[config.mk]
export PLATFORM = sky130hd
export DESIGN_NAME = bft_stream_sender
export DESIGN_NICKNAME = d
export VERILOG_FILES = /design/src/rtl/bft_stream_sender.sv
export SDC_FILE = /design/constraint.sdc
export NUM_CORES = 1
export LEC_CHECK = 0
export BUFFER_PORTS_ARGS = -buffer_cell sky130_fd_sc_hd__buf_2
export CORE_UTILIZATION = 45
export DETAILED_ROUTE_END_ITERATION = 7
export PLACE_DENSITY = 0.8
export REMOVE_ABC_BUFFERS = 1
export SETUP_SLACK_MARGIN = 0.1
export SKIP_CTS_REPAIR_TIMING = 1
export SLEW_MARGIN = 25
export SYNTH_ARGS = -nofsm -noshare
export SYNTH_HDL_FRONTEND = slang
export SYNTH_SLANG_ARGS = --single-unit
[constraint.sdc]
create_clock -name clk -period 4.6 [get_ports clk]
set_input_delay 0.46 -clock clk [delete_from_list [all_inputs] [get_ports clk]]
set_output_delay 0.46 -clock clk [all_outputs]
set_load 0.02 [all_outputs]
[src/rtl/bft_stream_sender.sv]
// Transmit-side BFT leaf endpoint: wraps producer words into BFT packets,
// honours switch resend back-pressure and meters traffic against receiver credit.
module bft_stream_sender #(
   parameter int unsigned PACKET_BITS        = 49,
   parameter int unsigned PAYLOAD_BITS       = 32,
   parameter int unsigned NUM_LEAF_BITS      = 5,
   parameter int unsigned NUM_PORT_BITS      = 4,
   parameter int unsigned NUM_ADDR_BITS      = 7,
   parameter int unsigned NUM_BRAM_ADDR_BITS = 7
) (
   input  logic                     clk,
   input  logic                     reset,
   input  logic [NUM_LEAF_BITS-1:0] dest_leaf,
   input  logic [NUM_PORT_BITS-1:0] dest_port,
   input  logic [PAYLOAD_BITS-1:0]  din_user2sender,
   input  logic                     vld_user2sender,
   output logic                     ack_sender2user,
   output logic [PACKET_BITS-1:0]   dout_sender2bft,
   input  logic                     resend,
   input  logic [PACKET_BITS-1:0]   din_bft2sender,
   output logic [NUM_BRAM_ADDR_BITS:0] credit
);

   localparam int unsigned CreditW   = NUM_BRAM_ADDR_BITS + 1;
   localparam int unsigned SumW      = CreditW + 2;
   localparam int unsigned CreditMax = 1 << NUM_BRAM_ADDR_BITS;
   localparam int unsigned PortLsb   = PAYLOAD_BITS + NUM_ADDR_BITS;

   logic [PACKET_BITS-1:0]   dout_q, dout_d;
   logic [NUM_ADDR_BITS-1:0] addr_q, addr_d;
   logic [CreditW-1:0]       credit_q, credit_d;
   logic [CreditW-1:0]       credit_inc;
   logic [SumW-1:0]          credit_sum;
   logic                     credit_pkt;
   logic                     accept;
   logic                     unused_bft;

   // Only the valid bit, port field and low payload bits of inbound packets matter.
   assign unused_bft = ^din_bft2sender;

   // Port 0 on a valid inbound packet is reserved for freespace (credit) returns.
   assign credit_pkt = din_bft2sender[PACKET_BITS-1] &&
                       (din_bft2sender[PortLsb +: NUM_PORT_BITS] == '0);
   assign credit_inc = credit_pkt ? din_bft2sender[CreditW-1:0] : '0;

   // Producer handshake: consume only with credit available and no pending resend.
   assign accept          = vld_user2sender && (credit_q != '0) && !resend;
   assign ack_sender2user = accept;
   assign dout_sender2bft = dout_q;
   assign credit          = credit_q;

   // Next packet, sequence address and saturating credit count.
   always_comb begin
      dout_d     = '0;
      addr_d     = addr_q;
      credit_sum = {2'b00, credit_q} + {2'b00, credit_inc} - {{(SumW-1){1'b0}}, accept};
      if (resend) begin
         dout_d = dout_q;
      end else if (accept) begin
         dout_d = {1'b1, dest_leaf, dest_port, addr_q, din_user2sender};
         addr_d = addr_q + 1'b1;
      end
      if (credit_sum > SumW'(CreditMax)) begin
         credit_d = CreditW'(CreditMax);
      end else begin
         credit_d = credit_sum[CreditW-1:0];
      end
   end

   // State registers; reset discards any held packet immediately.
   always_ff @(posedge clk or negedge reset) begin
      if (!reset) begin
         dout_q   <= '0;
         addr_q   <= '0;
         credit_q <= CreditW'(CreditMax);
      end else begin
         dout_q   <= dout_d;
         addr_q   <= addr_d;
         credit_q <= credit_d;
      end
   end

endmodule

==> run metrics, run 1 <==
status=completed; synthesis-stage register bit count=64; number of buffers and inverters on the critical path=2; register area share after synthesis=approximately 56%; CTS buffer count=9; max_cap viols=0; num rows=28; Routed Antenna Nets=0; PD cells=~550 nW/µm²; setup violators final=0; clock skew=roughly 0.011 ns; PortBufs=~120; Clock power frac=around 23%; design area=~3700 µm²; CTS Buffer Depth=2; cell family with most CP delay=compound AO/OA/AOI/OAI gates; first-pass GRT wire length=roughly 10 mm; 1st-iter DRT viols=45; Via density=5.21; fin nets=~470; CP required=around 4.8 ns; Initial DRT Pass Iterations=4; fin crit share=73.5%; Antenna diodes=0; cell breakdown of the critical path=nor4_1 > a21oi_4 > ha_1 > inv_1 > ha_1 > inv_1 > fa_1 > nand2b_1 > a211oi_1 > o31a_1 > o21ai_0 > a31oi_4 > nor3_1; relative slew slack=between 40% and 50%; Logic pwr share=40.0%; Int Power=between 1 and 1.5 mW; RSZ-0062 raised after global routing=no; Critical Path Fanout Max=8; most frequent cells in the layout=buf_2, dfrtp_1, a22o_1; Die X=a little over 80 µm; Least-Margin Pin Slew=~0.77 ns; most common cell after layout, fill and taps aside=buf_2; RePlAce Congestion=approximately 0.89; count of final max-slew check failures=0; r2r setup slk=between 1 and 1.5 ns; Chip Height=about 82 µm; WL/cell=around 14 µm; HP Class=in2async; vias in the first global route=2299; Total Wirelength=between 6 and 7 mm; largest net degree at the start of global routing=65; Cell Area, Synth=about 2900 µm²; Worst Setup End Kind=register; share of cells above drive strength 1=39.4%; slowest CP cell=nor4_1; Peak VDD IR=273 µV; peak per-stage delay on the critical path=~0.49 ns; sequential share of power=between 30% and 40%; H-tree lvl count=3; Die ar.=6710 µm²; Synth warnings=0; final critical-path required period=3.38 ns; GRT Total Usage=20.7%; Leakage Power=2.04 nW; area grow syn2layout=29.6%; CTS Root Cell=clkbuf_8; Distinct cells, synth=between 40 and 50; Area after DPL=3530 µm²; initial core utilization=between 40% and 50%; DP Wirelength=4.57 mm; DRC errors left=0; initial antenna violation count=0; CTS tree=done; # IOs=152; Avg Inst Size Synth=about 12 µm²; core area=between 6000 and 7000 µm²; Power, Total=roughly 2.0 mW; Achievable Freq=~300 MHz; sw power=~760 µW; Clock Sinks=64; critical path type=reg2reg; DR vias=2268; count of final hold-check violations=0; CP arrival=3.58 ns; Clock Pin Slew Worst Setup and Hold Paths=around 0.070 ns; fillers=approximately 510; CP Launch Type=register; Cells after Synth=about 240; setup TNS=0 ns; switching share of power=about 37%; clk_lat worst skew=approximately 0.33 ns; remaining global-route overflow=0
==> per-stage QoR <==
stage	util (%)	instances	setup slack (ns)	hold slack, ns
after floorplan	-	226	-0.790	0.164
after global placement	58.7	419	1.03	0.456
after detailed placement	58.7	419	0.972	0.464
after CTS	61.8	435	1.19	0.323
after global routing	61.8	435	0.913	0.331
final	61.8	435	1.22	0.289
==> cell type report <==
cell class / instances / area (µm²) / share of cell area (%)
clock buffer: 14 / 153 / 4.10
timing repair buffer: 118 / 598 / 16.1
tap: 75 / 93.8 / 2.52
inverter: 23 / 86.3 / 2.32
multi-input combinational: 139 / 1150 / 31.0
clock inverter: 2 / 38.8 / 1.04
sequential: 64 / 1600 / 43.0
==> power groups by stage <==
stage	Clock [mW]	Sequential, mW	Combinational (mW)
2_1_floorplan	0	0.872	0.475
3_3_place_gp	0	0.768	0.803
4_1_cts	0.479	0.765	0.825
3_5_place_dp	0	0.772	0.824
6_report	0.465	0.765	0.819
5_1_grt	0.504	0.781	0.909
==> routing by layer <==
layer  track usage, %  share of wire (%)
met5                0                  0
met4             10.2                1.5
met3             4.56                5.4
met2             35.5                 49
met1             24.5                 44
==> logic make-up (layout without fill, tap and decap cells) <==
logic type	count (synthesis)	in the layout	share of synthesized area [%]
AOI/OAI and AO/OA	67	67	19.9
DFF	64	64	55.8
and+or+nand+nor	44	44	8.58
buffers and inverters	34	157	4.48
adders and majority gates	18	18	8.10
xor gates and xnor gates	9	9	2.74
muxes	1	1	0.392
==> flip-flops by register name (all words and copies together), names as in the netlist <==
register,flops
dout_sender2bft,49
credit,8
addr_q,7
==> cells in the mapped netlist <==
library cell  instances  area [µm²]
a211oi_1              1        7.51
a211oi_2              1        12.5
a21boi_1              1        7.51
a21o_1                3        22.5
a21oi_1               4        20.0
a221o_1               1        10.0
a22o_1               48         420
a22oi_2               1        12.5
a31oi_4               1        21.3
and2_1                1        6.26
and2_4                1        8.76
and3_1                1        6.26
and3_2                1        7.51
and3b_1               1        8.76
buf_2                 1        5.00
clkbuf_1             10        37.5
dfrtp_1              63        1580
dfstp_2               1        26.3
fa_1                  1        20.0
ha_1                 17         213
inv_1                23        86.3
mux2_2                1        11.3
nand2_1              15        56.3
nand2b_1              2        12.5
nand3b_1              1        7.51
nand4_1               3        18.8
nor2_1                3        11.3
nor3_1                5        25.0
nor3b_1               2        15.0
nor3b_2               1        12.5
nor4_1                3        18.8
o211ai_1              1        7.51
o21a_1                1        7.51
o21ai_0               3        15.0
o31a_1                1        8.76
or2_1                 1        6.26
or2_2                 1        6.26
or3_2                 1        7.51
or3_4                 1        11.3
xnor2_1               5        43.8
xor2_1                4        35.0
==> worst paths after layout <==
check / depth (start not counted) / startpoint / endpoint
max in group asynchronous: 2 / reset / dout_sender2bft[27]$_DFFE_PN0N_
worst max-delay path: 13 / credit[1]$_DFF_PN0_ / credit[1]$_DFF_PN0_
min in group clk: 2 / dest_leaf[1] / dout_sender2bft[44]$_DFFE_PN0N_
worst min register to register: 1 / addr_q[6]$_DFFE_PN0P_ / addr_q[6]$_DFFE_PN0P_
worst max register to register: 13 / credit[1]$_DFF_PN0_ / credit[1]$_DFF_PN0_
worst min-delay path: 2 / reset / dout_sender2bft[39]$_DFFE_PN0N_
==> worst register-to-register path: cells and delay by family (launching register included) <==
| kind | cells | cell delay (ns) |
|---|---|---|
| adder cells (fa/ha/maj) | 3 | 0.85 |
| AND/OR/NAND/NOR | 3 | 0.78 |
| flip-flops | 1 | 0.40 |
| AO/OA/AOI/OAI | 5 | 1.12 |
| buffers and inverters | 2 | 0.11 |
(Power assumes the default switching activity.)
==> run 2: changes to the inputs <==
--- a/config.mk
+++ b/config.mk
@@ -5,10 +5,11 @@
 export SDC_FILE = /design/constraint.sdc
 export NUM_CORES = 1
 export LEC_CHECK = 0
+export ABC_AREA = 1
 export BUFFER_PORTS_ARGS = -buffer_cell sky130_fd_sc_hd__buf_2
-export CORE_UTILIZATION = 45
+export CORE_UTILIZATION = 42
 export DETAILED_ROUTE_END_ITERATION = 7
-export PLACE_DENSITY = 0.8
+export PLACE_DENSITY = 0.77
 export REMOVE_ABC_BUFFERS = 1
 export SETUP_SLACK_MARGIN = 0.1
 export SKIP_CTS_REPAIR_TIMING = 1
==> constraint.sdc (replaced) <==
create_clock -name clk -period 2.8 [get_ports clk]
set_input_delay 0.28 -clock clk [delete_from_list [all_inputs] [get_ports clk]]
set_output_delay 0.28 -clock clk [all_outputs]
set_load 0.02 [all_outputs]
==> run metrics, run 2 <==
first-pass GRT wire length=~11 mm; synthesis-stage register bit count=64; final hold slack=between 0.1 and 0.15 ns; relative slew slack=around two thirds; r2r setup slk=roughly 0.11 ns; # IOs=152; DRC errors left=0; PD cells=between 800 and 900 nW/µm²; area grow syn2layout=31.7%; setup violators final=0; critical path type=reg2reg; Die ar.=roughly 8000 µm²; Cells after Synth=approximately 400; number of flip-flops in the largest register=49; compound-gate portion of the synthesized area=~3.2%; Post-synth top flop=dfrtp_1; slowest CP cell=fa_2; Post-Layout Cell Count=~640; Post-Synth XOR/XNOR Area=under 10%; Antenna diodes=0; Synth Area in Simple Gates=between 20% and 30%; core area=~7300 µm²; worst r2r dst=credit[4]$_DFF_PN0_; sw power=1.43 mW; Placed Cells=~620; H-tree lvl count=3; RePlAce Congestion=a little under 0.9; design area=4170 µm²; Clock Sinks=between 60 and 70; fin crit share=between 90% and 100%; largest net degree at the start of global routing=53; vias in the first global route=roughly 2600; CP Launch Type=register; initial antenna violation count=0; GRT Total Usage=between 10% and 20%; initial core utilization=between 40% and 50%; Synth warnings=0; CP required=3.06 ns; Peak VDD IR=~450 µV; Least-Margin Pin Slew=about 0.5 ns; cell breakdown of the critical path=nor4_2 > nand2_1 > nand2_2 > inv_2 > ha_4 > inv_4 > ha_4 > inv_2 > fa_2 > nand2_1 > nor2_1 > nand3_1 > nor2_1 > nand3_1 > nand2_2 > nand2_4 > nor2_2; post-synthesis mux area share=0%; Avg Inst Size Synth=~7.8 µm²; Cell Area, Synth=approximately 3200 µm²; area leader, netlist=dfrtp_1; Synth top area share=between 40% and 50%; fin nets=between 600 and 700; top cells by area, synth=dfrtp_1, nand2_1, ha_1; 1st-iter DRT viols=between 90 and 100; switching share of power=a little over two fifths; Placement Setup Slack=-0.0286 ns; Hold Path End=dout_sender2bft[1]$_DFFE_PN0N_; register area share after synthesis=50.6%; remaining global-route overflow=0; fin util=between 50 and 60%; clock skew=about 0.013 ns; cell family with most CP delay=simple AND/OR/NAND/NOR gates; RSZ-0062 raised after global routing=yes; HP Class=in2reg; num rows=31; CTS Buffer Depth=2; Initial DRT Pass Iterations=5; CTS buffer count=9; Distinct cells, synth=22; Critical Path Fanout Max=7; count leader, synth=nand2_1; status=completed; Crit Reg-Reg Startpoint=credit[0]$_DFF_PN0_; CP arrival=2.95 ns; HP Start=din_user2sender[1]; CTS Root Cell=clkbuf_8; Synth async-reset ratio=100%; largest family of logic cells by synthesized area=simple AND/OR/NAND/NOR gates; PortBufs=115; Leakage Power=roughly 2.5 nW; hold path cells=3; Achievable Freq=approximately 370 MHz; Chip Height=about 89 µm; count of final hold-check violations=0; most frequent cells in the layout=nand2_1, buf_2, dfrtp_1; WL/cell=between 10 and 15 µm; clk_lat worst skew=~0.33 ns; Routed Antenna Nets=0; DP Wirelength=~5.5 mm; reg2reg path depth=17; list of most frequent post-synthesis cells=nand2_1, dfrtp_1, inv_1; final critical-path required period=around 2.7 ns; max_cap viols=0; Logic pwr share=between 40 and 50%; Clock Pin Slew Worst Setup and Hold Paths=0.08 ns; Area after DPL=roughly 3900 µm²; EDFF count, synth=0; count of final max-slew check failures=0; CTS tree=done; share of cells above drive strength 1=between 30 and 40%; PnR worst setup slack=roughly 0.11 ns; Clock power frac=approximately a fifth; sequential share of power=roughly 37%; Die X=about 89 µm; most common cell after layout, fill and taps aside=nand2_1; DR vias=2914; Post-Synth Adder-Cell Area=between 7 and 8%; number of buffers and inverters on the critical path=3; Worst Setup End Kind=register; peak per-stage delay on the critical path=between 0.5 and 0.6 ns; Int Power=between 1.5 and 2 mW; Via density=~4.6; Total Wirelength=7.34 mm
-- run 2: cells by family after synthesis --
group | count (synthesis)
AND/OR/NAND/NOR | 239
XOR/XNOR | 5
buffers and inverters | 63
AO/OA/AOI/OAI | 18
adder cells (fa/ha/maj) | 18
flip-flops | 64
-- run 2: routing by layer --
| metal | vias up | global-route usage, % | wire length, µm |
|---|---|---|---|
| met5 | - | 0 | 0 |
| met4 | 0 | 7.04 | 93 |
| met3 | 9 | 3.08 | 464 |
| met2 | 94 | 33.8 | 3680 |
| met1 | 1322 | 21.2 | 3100 |
| li1 | 1489 | - | - |
-- run 2: worst register-to-register path, stage by stage (launching register included) --
cell,delay (ns)
dfrtp_1,0.40
nor4_2,0.27
nand2_1,0.09
nand2_2,0.08
inv_2,0.05
ha_4,0.21
inv_4,0.05
ha_4,0.13
inv_2,0.05
fa_2,0.57
nand2_1,0.05
nor2_1,0.09
nand3_1,0.08
nor2_1,0.11
nand3_1,0.09
nand2_2,0.09
nand2_4,0.10
nor2_2,0.11
-- run 2: how the worst max path moves through the flow --
stage / from / to / slack, ns / cells after the start
after floorplan: credit[7]$_DFF_PN1_ / credit[0]$_DFF_PN0_ / -0.35 / 18
after global placement: din_bft2sender[42] / credit[0]$_DFF_PN0_ / 0.05 / 19
after detailed placement: din_bft2sender[42] / credit[5]$_DFF_PN0_ / -0.03 / 19
after CTS: credit[5]$_DFF_PN0_ / credit[5]$_DFF_PN0_ / -0.03 / 18
after global routing: credit[0]$_DFF_PN0_ / credit[4]$_DFF_PN0_ / -0.09 / 17
final: credit[0]$_DFF_PN0_ / credit[4]$_DFF_PN0_ / 0.11 / 17
-- run 2: final cells by class --
class,count,area [µm²]
inverters,51,194
fillers,681,3080
repair buffers,128,688
clock buffers,9,124
clock inverters,7,48.8
well taps,99,124
flip-flops and latches,64,1600
multi-input cells,280,1390
-- run 2: power by group through the flow --
stage,logic (mW),registers (mW),clock network (mW)
after detailed placement,1.39,1.26,0
final,1.50,1.25,0.670
after floorplan,0.780,1.44,0
after global placement,1.35,1.25,0
after global routing,1.70,1.27,0.730
after CTS,1.40,1.25,0.692
-- run 2: metrics by stage --
| step | total power [mW] | TNS, ns |
|---|---|---|
| 4_1_cts | 3.34 | -0.0293 |
| 2_1_floorplan | 2.22 | -2.70 |
| 5_1_grt | 3.70 | -0.525 |
| 3_5_place_dp | 2.66 | -0.0303 |
| 6_report | 3.41 | 0 |
| 3_3_place_gp | 2.61 | 0 |
